[src/rtl/prio_enc_seg.sv]
// Registered priority encoder: samples a request vector, encodes the highest set bit,
// counts result changes (saturating) and drives active-low hex seven-segment digits.
module prio_enc_seg #(
    parameter  int WIDTH = 8,
    parameter  int NDIG  = 2,
    parameter  int CNT_W = 8,
    localparam int IDX_W = $clog2(WIDTH)
) (
    input  logic               clk,
    input  logic               rst,
    input  logic               en,
    input  logic               hold,
    input  logic [WIDTH-1:0]   in,
    output logic [IDX_W-1:0]   out,
    output logic               valid,
    output logic [CNT_W-1:0]   chg_cnt,
    output logic [7*NDIG-1:0]  seg
);

    logic [WIDTH-1:0] in_q;
    logic [IDX_W-1:0] out_q, out_d, idx_c;
    logic             valid_q, valid_d;
    logic             en_r_q, en_r_d;
    logic [CNT_W-1:0] chg_q, chg_d;
    logic [4*NDIG-1:0] out_ext;

    function automatic logic [CNT_W-1:0] sat_inc(input logic [CNT_W-1:0] v);
        return (&v) ? v : v + 1'b1;
    endfunction

    function automatic logic [6:0] hex_glyph(input logic [3:0] n);
        case (n)
            4'h0: return 7'b1000000;
            4'h1: return 7'b1111001;
            4'h2: return 7'b0100100;
            4'h3: return 7'b0110000;
            4'h4: return 7'b0011001;
            4'h5: return 7'b0010010;
            4'h6: return 7'b0000010;
            4'h7: return 7'b1111000;
            4'h8: return 7'b0000000;
            4'h9: return 7'b0010000;
            4'hA: return 7'b0001000;
            4'hB: return 7'b0000011;
            4'hC: return 7'b1000110;
            4'hD: return 7'b0100001;
            4'hE: return 7'b0000110;
            default: return 7'b0001110;
        endcase
    endfunction

    // Later (higher) set bits overwrite earlier ones, so the top bit wins.
    always_comb begin
        idx_c = '0;
        for (int i = 0; i < WIDTH; i++) begin
            if (in_q[i]) idx_c = IDX_W'(i);
        end
    end

    always_comb begin
        out_d   = out_q;
        valid_d = valid_q;
        en_r_d  = en_r_q;
        chg_d   = chg_q;
        if (!hold) begin
            en_r_d = en;
            if (en && (|in_q)) begin
                out_d   = idx_c;
                valid_d = 1'b1;
            end else begin
                out_d   = '0;
                valid_d = 1'b0;
            end
            if ({valid_d, out_d} != {valid_q, out_q}) chg_d = sat_inc(chg_q);
        end
    end

    always_ff @(posedge clk) begin
        if (rst) begin
            in_q    <= '0;
            out_q   <= '0;
            valid_q <= 1'b0;
            en_r_q  <= 1'b0;
            chg_q   <= '0;
        end else begin
            in_q    <= in;
            out_q   <= out_d;
            valid_q <= valid_d;
            en_r_q  <= en_r_d;
            chg_q   <= chg_d;
        end
    end

    always_comb begin
        out_ext = (4*NDIG)'(out_q);
        seg     = '1;
        for (int d = 0; d < NDIG; d++) begin
            if (!en_r_q)
                seg[7*d +: 7] = 7'b1111111;
            else if (!valid_q)
                seg[7*d +: 7] = 7'b0111111;
            else
                seg[7*d +: 7] = hex_glyph(out_ext[4*d +: 4]);
        end
    end

    assign out     = out_q;
    assign valid   = valid_q;
    assign chg_cnt = chg_q;

endmodule

[config.mk]
export PLATFORM = sky130hd
export DESIGN_NAME = prio_enc_seg
export DESIGN_NICKNAME = d
export VERILOG_FILES = /design/src/rtl/prio_enc_seg.sv
export SDC_FILE = /design/constraint.sdc
export NUM_CORES = 1
export LEC_CHECK = 0
export BUFFER_PORTS_ARGS = -buffer_cell sky130_fd_sc_hd__clkbuf_2
export CORE_MARGIN = 2
export CORE_UTILIZATION = 45
export CTS_BUF_LIST = sky130_fd_sc_hd__clkbuf_8
export DETAILED_ROUTE_END_ITERATION = 8
export GPL_TIMING_DRIVEN = 0
export PLACE_DENSITY_LB_ADDON = 0.2
export REMOVE_ABC_BUFFERS = 1
export SLEW_MARGIN = 20
export SYNTH_ARGS = -nofsm -noshare
export SYNTH_HDL_FRONTEND = slang
export SYNTH_SLANG_ARGS = --single-unit
export TNS_END_PERCENT = 30
[constraint.sdc]
create_clock -name clk -period 6.2 [get_ports clk]
set_input_delay 0.62 -clock clk [delete_from_list [all_inputs] [get_ports clk]]
set_output_delay 0.62 -clock clk [all_outputs]
set_load 0.01 [all_outputs]
# Word-level counts from Yosys, hierarchy flattened
# Memories as Yosys holds them, arrays and structs flattened. A register that Yosys moved wholly into a read port is not among the register bits.
# Index checks and enable logic that the tools add are counted.
# Widths: inputs -> output; s select.
# word_totals
ff_bits	21
mem_bits_rw	0
mem_count	1
elab_cells	31
in_bits	12
output_inout_bits	26
mem_bits_ro	56
latchBits	0
# mem_list
name	depth	width	read_ports	rd_clocked_by_memory_dff	wr	line_no	source
(name not given)	8	7	1	1	0	32	case (n)
# op_classes
add_sub_neg	1
bitwise_logic	2
eq_ne	1
reduce_logical	4
multipliers	0
n_div	0
magnitude_cmp	0
n_mux	17
shifts	0
# op_table
cell	n
$mux 3	10
$mux 7	4
$add 8x1->8 const B	1
$reduce_and 8->1	1
$reduce_or 8->1	1
$ne 4x4->1	1
$mux 1	3
$reduce_and 3->1	1
$not 1->1	2
$logic_and 1x1->1	1

# Longest topological paths before layout
# Gate-level depths: netlist (run 1).
# logic_depth
ltp_word	11
depth_mapped	9
depth_no_buf	9

# Worst setup path before layout (run 1)
# OpenSTA, ideal clock, no wires.
# synth_timing
kind	flip-flop to flip-flop
start	register in_q[4]
end	register chg_q[4], in the netlist chg_cnt[4]
n_path_buf	0
required_ns	6.077
setup_ns	0.123
stages_incl_launch_ff	8
synth_period_minus_slack_ns	2.539
arrival_time_ns	2.415
slack_ns	3.661
path_cell_list	dfxtp_1 > or4_4 > o41ai_4 > a21oi_2 > xor2_1 > a2111oi_4 > nor4_1 > mux2_1
# synth_between
elab_chain_len	8
elab_cells_between_ends	12
classes_between	1 x eq/ne; 8 x mux; 3 x reduce/logical
# synth_rtl
element	line_no	source
from (decl)	20	logic [WIDTH-1:0] in_q;
from (signal assigned)	86	in_q <= in;
$mux 3 (4 in series)	56	if (in_q[i]) idx_c = IDX_W'(i);
$mux 3	67	if (en && (|in_q)) begin
$mux 3	65	if (!hold) begin
$ne 4x4->1 *	74	if ({valid_d, out_d} != {valid_q, out_q}) chg_d = sat_inc(chg_q);
$reduce_and 3->1 (no source line) *	-	
to (signal assigned)	90	chg_q <= chg_d;
to (decl)	24	logic [CNT_W-1:0] chg_q, chg_d;
# Mark *: on every way between the ends. The rest lies on a longest branch, timed or not. The select of a mux whose other input is x is not followed.
# A chain may end at the register's enable or synchronous reset.

# Final worst setup path (run 1)
# layout_timing
start	register in_q[4]
end	register chg_q[6], in the netlist chg_cnt[6]
# The elaborated chain is that of the path after synthesis.

==> flow_summary_export.csv, run 1 <==
group,metric,value,unit
status,outcome,"finished clean",
critical_path,crit_arrival,2950,ps
floorplanning,die_w,59.08,µm
critical_path,setup.worst_path.start_class,"flip-flop",
synthesis,syn_area,0.001365,mm²
critical_path,endpoint_kind,"flip-flop",
synthesis,synth_area_leaders,"dfxtp_1, nor2b_1, ha_1, nor2_1, nand2_1",
critical_path,critPathKind,"flip-flop to flip-flop",
route,drt-wirelength-per-cell,11.32,µm
critical_path,crit_path_cell_trace,"or4_4 > o41ai_4 > a21oi_2 > xor2_1 > a2111oi_4 > nor4_1 > mux2_1",
synthesis,yosysMostFrequentCell,"dfxtp_1",
placement,gp_congestion,0.7503,
worst_hold_path,min_path_type,"flip-flop to flip-flop",
critical_path,slowest_delay,560,ps
floorplanning,rows,19,
route,drt_iter0_markers,64,
synthesis,synth_top_cell_by_area,"dfxtp_1",
synthesis,yosysUniqueCellTypes,34,
synthesis,synth_xor_area_share,1.283,%
placement,hpwl,1.829,mm
route,first_pass_iters,4,
flow_run,maxCapViolCount,0,
clock_tree,cts.sinks,28,
synthesis,ys.flop_type,"dfxtp_1",
finish,fin_nets,200,
route,drt_wl_total,2.389,mm
clock_tree,cts_resized,0,
synthesis,synthCells,151,
grt,antenna_found_initial,0,
clock_tree,h-tree-depth,1,
placement,port_buffers,37,
synthesis,synthTopCellsByCount,"dfxtp_1, nor2_1, nand2_1",
clock_tree,clk_pin_slew,90,ps
synthesis,synth-seq-area-share,41.06,%
grt,grtUsageTotal,14.95,%
synthesis,synth_simple_gate_area_share,27.77,%
synthesis,muxShareOfSynthArea,6.599,%
clock_tree,clockRootBuffer,"clkbuf_8",
synthesis,synth_top_family_by_area,"simple AND/OR/NAND/NOR gates",
route,drc,0,
sta,rsz0062_at_grt,"false",
floorplanning,io_pins,38,
synthesis,synth_top_area_share,41.06,%
worst_hold_path,min_from,"chg_cnt[1]$_SDFFE_PP0P_",
sta,fmax,0.3587,GHz
grt,grt-ovfl-total,0,
clock_tree,ctsHoldBuffers,0,
finish,area_delta_synth_final,15.03,%
critical_path,crit_path_start,"in_q[4]$_SDFF_PP0_",
synthesis,ys_ff_latch,28,
sta,slew_viol_final,0,
grt,grt_max_degree,29,
synthesis,synthAdderAreaFrac,5.500,%
sta,slew_headroom,60.86,%
floorplanning,coreArea,0.002829,mm²
grt,grt_pass1_vias,960,
finish,fillerInstances,258,
route,vias,1068,
critical_path,cp_max_fo,9,
clock_tree,clockBufferDepth,2,
sta,setup_viol,0,
worst_hold_path,holdPathStages,2,
synthesis,async_flop_share,0,%
power,p_leak,0.7098,nW
sta,final_hold_viol_count,0,
sta,period_share,44.96,%
power,power.density,217.8,mW/mm²
synthesis,ys_warn_count,0,
finish,antenna_cells,0,
critical_path,path_delay_family,"compound AO/OA/AOI/OAI gates",
finish,drive_gt1_share,32.22,%
grt,grt_first_pass_wirelength,4.029,mm
synthesis,synth_compound_area_share,12.01,%
floorplanning,die_y,59.08,µm
sta,min_period,2788,ps
critical_path,critical_path.slowest_cell,"or4_4",
critical_path,crit_cells,7,
finish,final_core_util,55.51,%
sta,skew,3.746,ps
critical_path,required,6360,ps
floorplanning,start_util,48.25,%
synthesis,avgSynthCellArea,9.040,µm²
route,vias_per_cell,5.062,
critical_path,crit_buf_inv,0,
power,peakVddDrop,0.0001248,V
sta,fin_tns_setup,0,ps
critical_path,reg2reg_depth,7,
critical_path,reg2reg_from,"in_q[4]$_SDFF_PP0_",
route,ant_nets,0,
clock_tree,cts_setup_buffers,0,
clock_tree,cts_made_buffers,3,
sta,tightest_slew,587.1,ps
floorplanning,dieArea,0.003490,mm²
synthesis,synth-edff-count,0,
clock_tree,tritoncts,"built",
clock_tree,clk_latency,270,ps
-- routing by layer --
metal / share of wire [%] / global-route usage (%) / vias to the layer above
li1: - / - / 562
met1: 47 / 18.78 / 485
met2: 49 / 25.40 / 19
met3: 2.8 / 2.620 / 2
met4: 0.54 / 5.844 / 0
met5: 0 / 0 / -
-- worst reg2reg max path, stage by stage, from the launching register on --
cell,delay [ps]
dfxtp_1,330
or4_4,560
o41ai_4,480
a21oi_2,80
xor2_1,190
a2111oi_4,560
nor4_1,150
mux2_1,330
-- path summary, 6_finish.rpt --
kind                                                end  slack (ps)
worst max-delay path            chg_cnt[6]$_SDFFE_PP0P_        3410
worst min-delay path            chg_cnt[1]$_SDFFE_PP0P_         530
worst max register to register  chg_cnt[6]$_SDFFE_PP0P_        3410
worst min register to register  chg_cnt[1]$_SDFFE_PP0P_         530
-- cell families (layout without fill, tap and decap cells) --
group / Yosys count / in the layout
buffers and inverters: 16 / 45
AOI/OAI and AO/OA: 20 / 20
adders and majority gates: 6 / 6
muxes: 8 / 8
and+or+nand+nor: 71 / 71
DFF: 28 / 28
xor gates and xnor gates: 2 / 2
-- power breakdown --
group / internal, W / switching, W
combinational: 0.0000223 / 0.0000279
clock: 0.0000435 / 0.0000516
sequential: 0.000190 / 0.00000707
-- cells in the final DEF (no fill, tap or decap), types with 2 or more instances in the layout --
cell type and n:
or2_2 9, nand4_1 2, mux2_1 4, dfxtp_1 28, nor3_1 2, nand2b_1 3
nor2_1 16, inv_1 5, ha_1 6, clkbuf_8 3, xor2_1 2, o21ai_0 4
nand2_1 15, clkbuf_2 37, nor4_1 3, o31ai_1 2, nor2b_1 13, a21oi_1 8
mux2i_1 3
-- metrics by stage --
stage	hold WS (ps)	area (µm²)	worst slack, ps	instances	total power [W]
after detailed placement	515.9	1529	3429	208	0.0002516
after floorplan	510.0	1305	3661	140	0.0002329
after global routing	540.7	1570	3265	211	0.0003618
final	528.1	1570	3412	211	0.0003421
after CTS	530.7	1570	3410	211	0.0003481
after global placement	500.7	1529	3447	208	0.0002499
-- final cells by class --
type | count | area (µm²) | share of cell area (%)
Sequential cell | 28 | 560.5 | 35.70
Multi-Input combinational cell | 107 | 725.7 | 46.22
Clock buffer | 3 | 41.29 | 2.629
Inverter | 5 | 18.77 | 1.195
Tap cell | 31 | 38.79 | 2.470
Timing Repair Buffer | 37 | 185.2 | 11.79
Power figures use the tool's default switching activity.
==> run 2: changes to the inputs <==
- clock period: 6.2 -> 2.2 ns (I/O delays scaled with it)
==> run 2 against run 1 <==
The flow now finishes with violations (setup timing). Largest power group unchanged. Highest routed layer unchanged. First-iteration DRC count shrank 9.4%. Combinational power grew to 3.7 times the previous value. Critical endpoint is now chg_cnt[5]$_SDFFE_PP0P_. Sequential share of layout area shrank 2.8 points. Fmax grew 14%. Cell area grew 9.1%. Sequential cell count is the same. Count of clock-buffer cells in the layout is the same.
==> flow_summary_export.csv, run 2 (synthesis gave the netlist of run 1 again) <==
group,metric,value,unit
critical_path,path_delay_family,"compound AO/OA/AOI/OAI gates",
sta,fmax,0.4103,GHz
clock_tree,clk_latency,270,ps
grt,grt_first_pass_wirelength,4.188,mm
sta,slew_viol_final,0,
critical_path,critPathKind,"flip-flop to flip-flop",
critical_path,crit_path_start,"in_q[7]$_SDFF_PP0_",
critical_path,crit_arrival,2600,ps
critical_path,endpoint_kind,"flip-flop",
sta,period_share,110.8,%
sta,tightest_slew,546.0,ps
placement,dp_slack,-570.8,ps
critical_path,setup.worst_path.start_class,"flip-flop",
flow_run,maxCapViolCount,0,
route,drc,0,
clock_tree,clockRootBuffer,"clkbuf_8",
power,peakVddDrop,0.0003536,V
sta,worst_slack,-237.0,ps
sta,skew,3.786,ps
route,drt-wirelength-per-cell,11.96,µm
floorplanning,coreArea,0.002829,mm²
placement,hpwl,1.829,mm
critical_path,crit_path_cell_trace,"or4_4 > o41ai_4 > buf_4 > nor2_2 > a2111oi_4 > nor4_1 > mux2_1",
placement,port_buffers,37,
route,drt_wl_total,2.631,mm
floorplanning,die_w,59.08,µm
route,ant_nets,0,
power,p_leak,0.7573,nW
route,first_pass_iters,4,
power,power.density,592.9,mW/mm²
clock_tree,h-tree-depth,1,
sta,min_period,2437,ps
placement,gp_congestion,0.7503,
power,post-layout-total-power,0.001016,W
clock_tree,clk_pin_slew,90,ps
grt,antenna_found_initial,0,
grt,grt-ovfl-total,0,
sta,slew_headroom,63.60,%
floorplanning,dieArea,0.003490,mm²
worst_hold_path,min_from,"in[7]",
finish,final_common_cell,"clkbuf_2",
clock_tree,ctsHoldBuffers,0,
clock_tree,cts.sinks,28,
finish,area_delta_synth_final,25.48,%
grt,grt_max_degree,29,
sta,setup_viol,14,
status,violations,"setup timing",
critical_path,crit_buf_inv,1,
finish,final_cell_mix,"clkbuf_2, dfxtp_1, nand2_1, nor2_1, nor2b_1",
floorplanning,io_pins,38,
critical_path,reg2reg_from,"in_q[7]$_SDFF_PP0_",
clock_tree,tritoncts,"built",
grt,grt_pass1_vias,980,
critical_path,cp_max_fo,5,
sta,rsz0062_at_grt,"true",
critical_path,slowest_delay,550,ps
sta,final_hold_viol_count,0,
floorplanning,start_util,48.25,%
critical_path,critical_path.slowest_cell,"or4_4",
floorplanning,die_y,59.08,µm
placement,placed_area,0.001529,mm²
critical_path,required,2360,ps
worst_hold_path,min_path_type,"input pin to flip-flop",
grt,grtUsageTotal,15.55,%
route,drt_iter0_markers,58,
finish,drive_gt1_share,42.33,%
finish,fin_area,0.001713,mm²
clock_tree,cts_made_buffers,3,
finish,fin_nets,209,
route,vias,1138,
sta,fin_tns_setup,-2156,ps
finish,antenna_cells,0,
floorplanning,rows,19,
route,vias_per_cell,5.173,
status,outcome,"finished, violations left",
clock_tree,clockBufferDepth,2,
## run 2: metrics by stage
| stage | hold slack [ps] | utilization, % | cells |
|---|---|---|---|
| final | 151.9 | 60.55 | 220 |
| after global routing | 140.9 | 60.55 | 220 |
| after CTS | 149.8 | 56.97 | 214 |
| after detailed placement | 432.9 | 54.05 | 208 |
| after global placement | 427.7 | 54.05 | 208 |
| after floorplan | 289.1 | - | 140 |
## run 2: final cells by class
| type | instances | area [µm²] |
|---|---|---|
| well taps | 31 | 38.79 |
| fillers | 252 | 1116 |
| repair buffers | 45 | 249.0 |
| inverters | 5 | 18.77 |
| multi-input cells | 108 | 802.0 |
| clock buffers | 3 | 41.29 |
| flip-flops and latches | 28 | 563.0 |
## run 2: power by group
part	switching (W)	leakage [nW]	internal (W)
sequential	0.0000215	0.231	0.000535
clock	0.000151	0.0216	0.000123
combinational	0.0000971	0.505	0.0000878
total	0.000270	0.757	0.000746
## run 2: metal layers
layer | routed length, µm | up-vias | GRT usage, %
met4 | 35 | 0 | 5.844
li1 | - | 585 | -
met1 | 1259 | 526 | 20.44
met2 | 1253 | 22 | 25.56
met5 | 0 | - | 0
met3 | 82 | 5 | 2.620
## run 2: worst register-to-register path: stages (launching register included)
cell       delay (ps)
dfxtp_2           340
or4_4             550
o41ai_4           250
buf_4             170
nor2_2             60
a2111oi_4         500
nor4_1            130
mux2_1            330
## run 2: worst paths after layout
kind | to | slack, ps | depth (start not counted)
max | chg_cnt[5]$_SDFFE_PP0P_ | -240 | 7
min | in_q[7]$_SDFF_PP0_ | 150 | 2
max reg2reg | chg_cnt[5]$_SDFFE_PP0P_ | -240 | 7
min reg2reg | chg_cnt[1]$_SDFFE_PP0P_ | 530 | 2
## run 2: repair_timing
| item | CTS | global route |
|---|---|---|
| cloned | 1 | 0 |
| gates resized for setup | 4 | 16 |
| setup endpoints to repair | 14 | 14 |
| buffers inserted | 2 | 6 |
| pin swaps | 2 | 6 |
| endpoints found under the hold margin | 0 | 0 |
